### src/rtl/find_n_grant_scheduler.sv
// Multi-slot scheduler: up to N of W requesters own a shared slot until they pulse done.
// Define FRIC_SCHED_RR_EN for a rotating search pointer; otherwise priority is fixed MSB-first.
module find_n_grant_scheduler #(
  parameter int W = 8,
  parameter int N = 2
) (
  input  logic                     clk,
  input  logic                     rst,
  input  logic [W-1:0]             req,
  input  logic [W-1:0]             done,
  output logic [W-1:0]             grant,
  output logic [W-1:0]             grant_pulse,
  output logic [$clog2(N+1)-1:0]   busy_cnt,
  output logic                     full
);

  localparam int PTR_W = $clog2(W);
  localparam int CNT_W = $clog2(N+1);
  localparam logic [PTR_W-1:0] PTR_TOP = PTR_W'(W - 1);

  function automatic int popcount(input logic [W-1:0] v);
    int c;
    c = 0;
    for (int i = 0; i < W; i++) begin
      if (v[i]) c = c + 1;
    end
    return c;
  endfunction

  // Keeps the first n ones of v scanning from the MSB down.
  function automatic logic [W-1:0] find_first_n_ones(input logic [W-1:0] v, input int n);
    logic [W-1:0] sel;
    int           cnt;
    sel = '0;
    cnt = 0;
    for (int i = W - 1; i >= 0; i--) begin
      if (v[i] && (cnt < n)) begin
        sel[i] = 1'b1;
        cnt    = cnt + 1;
      end
    end
    return sel;
  endfunction

  // Bit p of v lands on the MSB; lower rotated bits follow the downward wrap order.
  function automatic logic [W-1:0] rotate_to_msb(input logic [W-1:0] v, input int p);
    logic [W-1:0] r;
    for (int j = 0; j < W; j++) begin
      r[W-1-j] = v[(p + W - j) % W];
    end
    return r;
  endfunction

  function automatic logic [W-1:0] rotate_from_msb(input logic [W-1:0] r, input int p);
    logic [W-1:0] v;
    for (int j = 0; j < W; j++) begin
      v[(p + W - j) % W] = r[W-1-j];
    end
    return v;
  endfunction

  logic [W-1:0]     grant_q, grant_d;
  logic [W-1:0]     pulse_q, pulse_d;
  logic [CNT_W-1:0] busy_cnt_q, busy_cnt_d;
  logic             full_q, full_d;
  logic [PTR_W-1:0] ptr;

  logic [W-1:0] keep;
  logic [W-1:0] cand;
  logic [W-1:0] cand_rot;
  logic [W-1:0] sel_rot;
  logic [W-1:0] new_grant;
  int           k_free;
  int           ptr_i;

  assign ptr_i = int'(ptr);

  // Released owners are not re-eligible this cycle, but their slots are.
  always_comb begin
    keep      = grant_q & ~done;
    cand      = req & ~grant_q;
    k_free    = N - popcount(keep);
    cand_rot  = rotate_to_msb(cand, ptr_i);
    sel_rot   = find_first_n_ones(cand_rot, k_free);
    new_grant = rotate_from_msb(sel_rot, ptr_i);
  end

  always_comb begin
    grant_d    = keep | new_grant;
    pulse_d    = new_grant;
    busy_cnt_d = CNT_W'(popcount(grant_d));
    full_d     = (popcount(grant_d) == N);
  end

  always_ff @(posedge clk) begin
    if (rst) begin
      grant_q    <= '0;
      pulse_q    <= '0;
      busy_cnt_q <= '0;
      full_q     <= 1'b0;
    end else begin
      grant_q    <= grant_d;
      pulse_q    <= pulse_d;
      busy_cnt_q <= busy_cnt_d;
      full_q     <= full_d;
    end
  end

`ifdef FRIC_SCHED_RR_EN
  logic [PTR_W-1:0] ptr_q, ptr_d;
  int               last_j;

  // Next search starts just below the last requester granted in search order.
  always_comb begin
    last_j = 0;
    for (int j = 0; j < W; j++) begin
      if (sel_rot[W-1-j]) last_j = j;
    end
    ptr_d = ptr_q;
    if (|new_grant) ptr_d = PTR_W'((ptr_i - last_j - 1 + 2 * W) % W);
  end

  always_ff @(posedge clk) begin
    if (rst) ptr_q <= PTR_TOP;
    else     ptr_q <= ptr_d;
  end

  assign ptr = ptr_q;
`else
  assign ptr = PTR_TOP;
`endif

  assign grant       = grant_q;
  assign grant_pulse = pulse_q;
  assign busy_cnt    = busy_cnt_q;
  assign full        = full_q;

endmodule
### config.mk
export PLATFORM = sky130hd
export DESIGN_NAME = find_n_grant_scheduler
export DESIGN_NICKNAME = d
export VERILOG_FILES = /design/src/rtl/find_n_grant_scheduler.sv
export SDC_FILE = /design/constraint.sdc
export NUM_CORES = 1
export LEC_CHECK = 0
export ABC_AREA = 1
export CAP_MARGIN = 10
export CORE_MARGIN = 2
export CORE_UTILIZATION = 50
export CTS_CLUSTER_SIZE = 25
export DETAILED_ROUTE_END_ITERATION = 8
export HOLD_SLACK_MARGIN = 0.03
export PLACE_DENSITY = 0.76
export SLEW_MARGIN = 20
export SYNTH_ARGS = -nofsm -noshare
export SYNTH_HDL_FRONTEND = slang
export SYNTH_SLANG_ARGS = --single-unit
### constraint.sdc
create_clock -name clk -period 18.3 [get_ports clk]
set_input_delay 3.66 -clock clk [delete_from_list [all_inputs] [get_ports clk]]
set_output_delay 3.66 -clock clk [all_outputs]
set_load 0.01 [all_outputs]
==> results of run 1 <==
-- what timing repair did --
| item | in CTS | in global routing |
|---|---|---|
| setup buffers | 3 | 24 |
| setup endpoints to repair | 2 | 2 |
| hold buffers | 0 | 0 |
| pin swaps | 10 | 53 |
| gates resized for setup | 17 | 89 |
-- state kept, by name, indices dropped and copies added, names as in the netlist --
signal and flops:
grant 8, grant_pulse 8, full 1, busy_cnt 2
-- power by group --
part | total [mW] | internal (mW) | switching, mW
clock network | 0.0296 | 0.0152 | 0.0144
logic | 0.292 | 0.133 | 0.159
registers | 0.0493 | 0.0466 | 0.00278
-- cell usage in the layout (no fill, tap or decap), types with 7 or more instances in the layout --
cell             Yosys  routed
nand4_1              7       7
dfxtp_1             19      19
nor2_4               3       9
nor2_1              57      49
inv_2                8      23
ha_4                 0      15
buf_4                0      81
inv_1               84      69
nand3_2              5       8
a21oi_1             13      11
nand2_1            150     121
nand3_1             37      33
ha_1                42      26
clkdlybuf4s50_1      0      36
nand2_2             25      47
nand2_4              5      12
-- cell usage after synthesis, types with 3 or more instances --
cell	instances
nand2_1	150
inv_1	84
nor2_1	57
ha_1	42
nand3_1	37
nand2_2	25
dfxtp_1	19
a21oi_1	13
inv_2	8
nand4_1	7
nand2_4	5
nand3_2	5
xor2_1	5
nor2_2	4
o21ai_0	4
o21ai_1	4
nor2_4	3
or2_2	3
xnor2_1	3
-- kinds of logic after synthesis --
logic type | share of synthesized area
adder cells (fa/ha/maj) | 0.178
AO/OA/AOI/OAI | 0.0493
flip-flops | 0.129
other | 0.00255
multiplexers | 0.00382
AND/OR/NAND/NOR | 0.479
XOR/XNOR | 0.0348
buffers and inverters | 0.123
-- metal layers --
layer  global-route usage  vias up
li1                     -     1799
met1                0.321     1666
met5                    0        -
met4               0.0576        0
met3               0.0167       25
met2                0.498      114
-- critical path: cells and delay by family --
kind / cells / cell delay [ns]
and+or+nand+nor: 72 / 5.98
muxes: 1 / 0.32
xor gates and xnor gates: 3 / 0.48
adders and majority gates: 20 / 4.99
buffers and inverters: 23 / 1.83
AOI/OAI and AO/OA: 6 / 0.70
-- cell type report --
cell class                      instances  share of cell area
Sequential cell                        19              0.0843
Multi-Input combinational cell        389               0.586
Inverter                               94              0.0793
Tap cell                               72              0.0200
Timing Repair Buffer                  119               0.220
Clock buffer                            3             0.00915
Clock inverter                          1             0.00111
-- path summary, 6_finish.rpt --
kind / to / depth (start not counted)
setup / recovery: full / 125
hold / removal: grant[0] / 3
setup reg to reg: full / 123
hold reg to reg: grant[0] / 3
-- per-stage QoR --
stage	setup TNS [ns]	total power, mW	cells
final	0	0.371	697
after CTS	0	0.298	673
after global placement	-0.0745	0.255	666
after detailed placement	-1.25	0.264	666
after floorplan	0	0.184	504
after global routing	-0.702	0.401	697
==> metrics.txt, run 1 <==
outcome finished clean; Vias 3,604; Slew Viols, Final 0; CTS sink cnt 19; Num CTS Buffers 3; Syn Area/Cell 5.89 sq um; NumNets Final 686; n_diodes 0; Final ANT Viol Nets 0; CP arrival 17.98 ns; DR WL met2 5160 um; Max clock buf depth 2; drt pass-1 iters 5; Core ar. 0.00561 sq mm; Post-synth ARST share 0; Cells after Synth 500; VDD IR-drop max 0.0846 mV; initial core utilization 0.525; Crit path required time 18.50 ns; top-area cell type share of the netlist area 0.191; post-layout instance area 0.00451 sq mm; WL final 9800 um; Die Span Y 80.8 um; initial antenna violation count 0; Slew @ Worst Pin 0.731 ns; R2R Setup Slk 4.03 ns; cell row count 27; # port buffers 36; cell taking the most area after synthesis nand2_1; CTS clk-pin slew, worst paths 0.07 ns; final setup fails 0; area of the multi-input gates 0.00265 sq mm; max-cap viol count 0; Crit-path slowest cell clkdlybuf4s50_1; crit end category flip-flop; Layout area overhead 53.1%; Fill cells 381; startpoint types input port; pre-CTS setup slack -0.684 ns; flip-flop and latch area 380 sq um; first-pass GRT wire length 13,700 um; Critical Setup Path Class in2reg; final core utilization 0.804; mapped cell area 0.00295 sq mm; Top FF cell, synth dfxtp_1; GRT overflow 0; Reg2Reg Launch Point grant[1]; Initial DRC Count 170; Tot GR Track Use 0.262; DP HPWL 6670 um; Hold Path Class reg2reg; CTS H-tree depth 1; metal3 WL 429 um; CP max stage delay 0.48 ns; die area 0.00652 sq mm; pwr/cell area 82.2 mW/mm^2; Via-to-Cell Ratio 5.17; Slew HR 0.511; Final GP Congestion 0.936; flops & latches, synth 19; post-route setup slack 0.517 ns; start point of the critical path done[0]; WHS 0.673 ns; Routed WL per cell 14.1 um; Crit Path Max Fanout 4; vias in the first global route 3,259; DR top layer met4; Final Cycle Share 0.972; Post-route DRC 0; FMAX 56.2 MHz; yosys warns 0; largest net degree at the start of global routing 19; clock root cell clkbuf_8; Synth area leaders nand2_1 (19%), ha_1 (18%), dfxtp_1 (13%); clk_lat worst skew 0.26 ns; Seq/Total Area, Yosys 0.129; # IOs 37; share of cells above drive strength 1 0.366; distinct cell type count of the synthesized netlist 37; clock period minus worst slack 17.78 ns; Leak Pwr 2.38 nW; die width 80.8 um; Post-synth EDFFs 0; Final Hold Fails 0; CTS tree done; Setup Skew 0.00225 ns; met1 WL 4000 um; Crit path top cell by count nand2_2; Worst Min Path Start grant[0]; Placed Area 0.00382 sq mm
No activity file was read; power rests on OpenSTA's default activity.
==> run 2, diff against run 1 <==
CTS_CLUSTER_SIZE = 30   (was 25)
MAX_ROUTING_LAYER = met4   (was default)
==> run 2 against run 1 <==
  * Global-route usage up 0.23 points
  * Setup slack better by 0.054 ns
  * Utilization down 1.7 points
  * Hold slack better by 0.015 ns
  * Register-to-register slack better by 0.04 ns
==> metrics.txt, run 2 (same netlist as run 1, synthesis figures left out) <==
Final GP Congestion 0.918; initial core utilization 0.525; commonest non-fill, non-tap cell in the layout nand2_1; R2R Setup Slk 4.07 ns; CTS H-tree depth 1; post-layout instance area 0.00441 sq mm; Tot Pwr 0.346 mW; clk_lat worst skew 0.26 ns; pwr/cell area 78.5 mW/mm^2; Final ANT Viol Nets 0; FMAX 56.4 MHz; reg2reg end busy_cnt[1]; most frequent cells in the layout nand2_1 (125), buf_4 (80), inv_1 (68), nor2_1 (53), nand2_2 (42); delay-heaviest family, CP simple AND/OR/NAND/NOR gates; Die Span Y 80.8 um; Leak Pwr 2.37 nW; cell row count 27; Num CTS Buffers 3; n_diodes 0; Hold Path Class reg2reg; crit end category flip-flop; Critical Path Sink busy_cnt[1]; Slew HR 0.542; final setup fails 0; max-cap viol count 0; share of cells above drive strength 1 0.345; hold buffer count at cts 0; Final Non-Filler Cells 695; Crit-path slowest cell clkdlybuf4s50_1; CP Depth 120; DP HPWL 6440 um; CTS sink cnt 19; Vias 3,521; # port buffers 36; Slew @ Worst Pin 0.685 ns; first-pass GRT wire length 13,400 um; VDD IR-drop max 0.0996 mV; Slew Viols, Final 0; Initial DRC Count 188; setup TNS 0 ns; CTS clk-pin slew, worst paths 0.08 ns; Buf/Inv on CP 21; Final Cycle Share 0.969; outcome finished clean; clock period minus worst slack 17.73 ns; clock root cell clkbuf_8; Post-route DRC 0; Via-to-Cell Ratio 5.07; Layout area overhead 49.8%; Tot GR Track Use 0.264; Routed WL per cell 13.1 um; Final Hold Fails 0; Max clock buf depth 2; Crit path top cell by count nand2_1; initial antenna violation count 0; reg2reg path depth 119; CP arrival 17.88 ns; startpoint types input port; largest net degree at the start of global routing 19; vias in the first global route 3,185; drt pass-1 iters 4; die width 80.8 um; Crit path required time 18.45 ns; placed instance count 666; CP max stage delay 0.46 ns; # IOs 37; die area 0.00652 sq mm; Crit Path Max Fanout 4; start point of the critical path done[1]; Core ar. 0.00561 sq mm; Critical Setup Path Class in2reg; Worst Min Path Start grant[0]; Setup Skew 0.0112 ns; GRT overflow 0; WL final 9100 um; Placed Area 0.00382 sq mm; Reg2Reg Launch Point grant[1]; CTS tree done; NumNets Final 684
run 2: changes by cell type in the layout (fill, tap and decap cells not counted), moves of 3 or more:
cell and delta:
nand2_1 +4, nand2_2 -5, nand3_1 +3, nor2_1 +4
run 2: final cells by class:
cell class	count	area, sq um
clock buffers	3	41.3
clock inverters	1	5.00
fillers	386	1190
inverters	94	358
multi-input cells	389	2570
flip-flops and latches	19	380
well taps	72	90.1
repair buffers	117	972
run 2: metrics by stage:
| step | utilization | hold WS, ns | setup slack, ns |
|---|---|---|---|
| CTS | 0.707 | 0.649 | 0.0127 |
| detailed placement | 0.682 | 0.635 | -0.722 |
| global placement | 0.682 | 0.626 | -0.320 |
| floorplan | - | 0.586 | 0.754 |
| global route | 0.787 | 0.727 | -0.317 |
| finish | 0.787 | 0.687 | 0.571 |
run 2: worst min-delay path by stage:
stage	endpoint	depth (start not counted)
finish	grant[0]	3
CTS	grant[0]	3
global route	grant[2]	2
global placement	grant[0]	3
detailed placement	grant[0]	3
floorplan	grant[0]	2
run 2: routing by layer:
metal | routed length [um] | vias to the layer above | GRT usage
met4 | 157 | 0 | 0.0373
met5 | 0 | - | -
li1 | - | 1795 | -
met1 | 3900 | 1621 | 0.312
met3 | 230 | 19 | 0.0100
met2 | 4820 | 86 | 0.507
run 2: what timing repair did:
action | 4_1_cts | 5_1_grt
setup buffers | 4 | 21
setup endpoints to repair | 2 | 2
resized for setup | 20 | 67
pin swaps | 12 | 42
run 2: power breakdown:
part           switching [mW]  internal (mW)
sequential            0.00238         0.0465
clock                  0.0144         0.0151
combinational           0.146          0.122
total                   0.163          0.184
run 2: tightest hold or removal path: stages (launching register included):
cell and delay, ns:
dfxtp_1 0.34, nand2_2 0.09, buf_4 0.14, a21oi_1 0.07
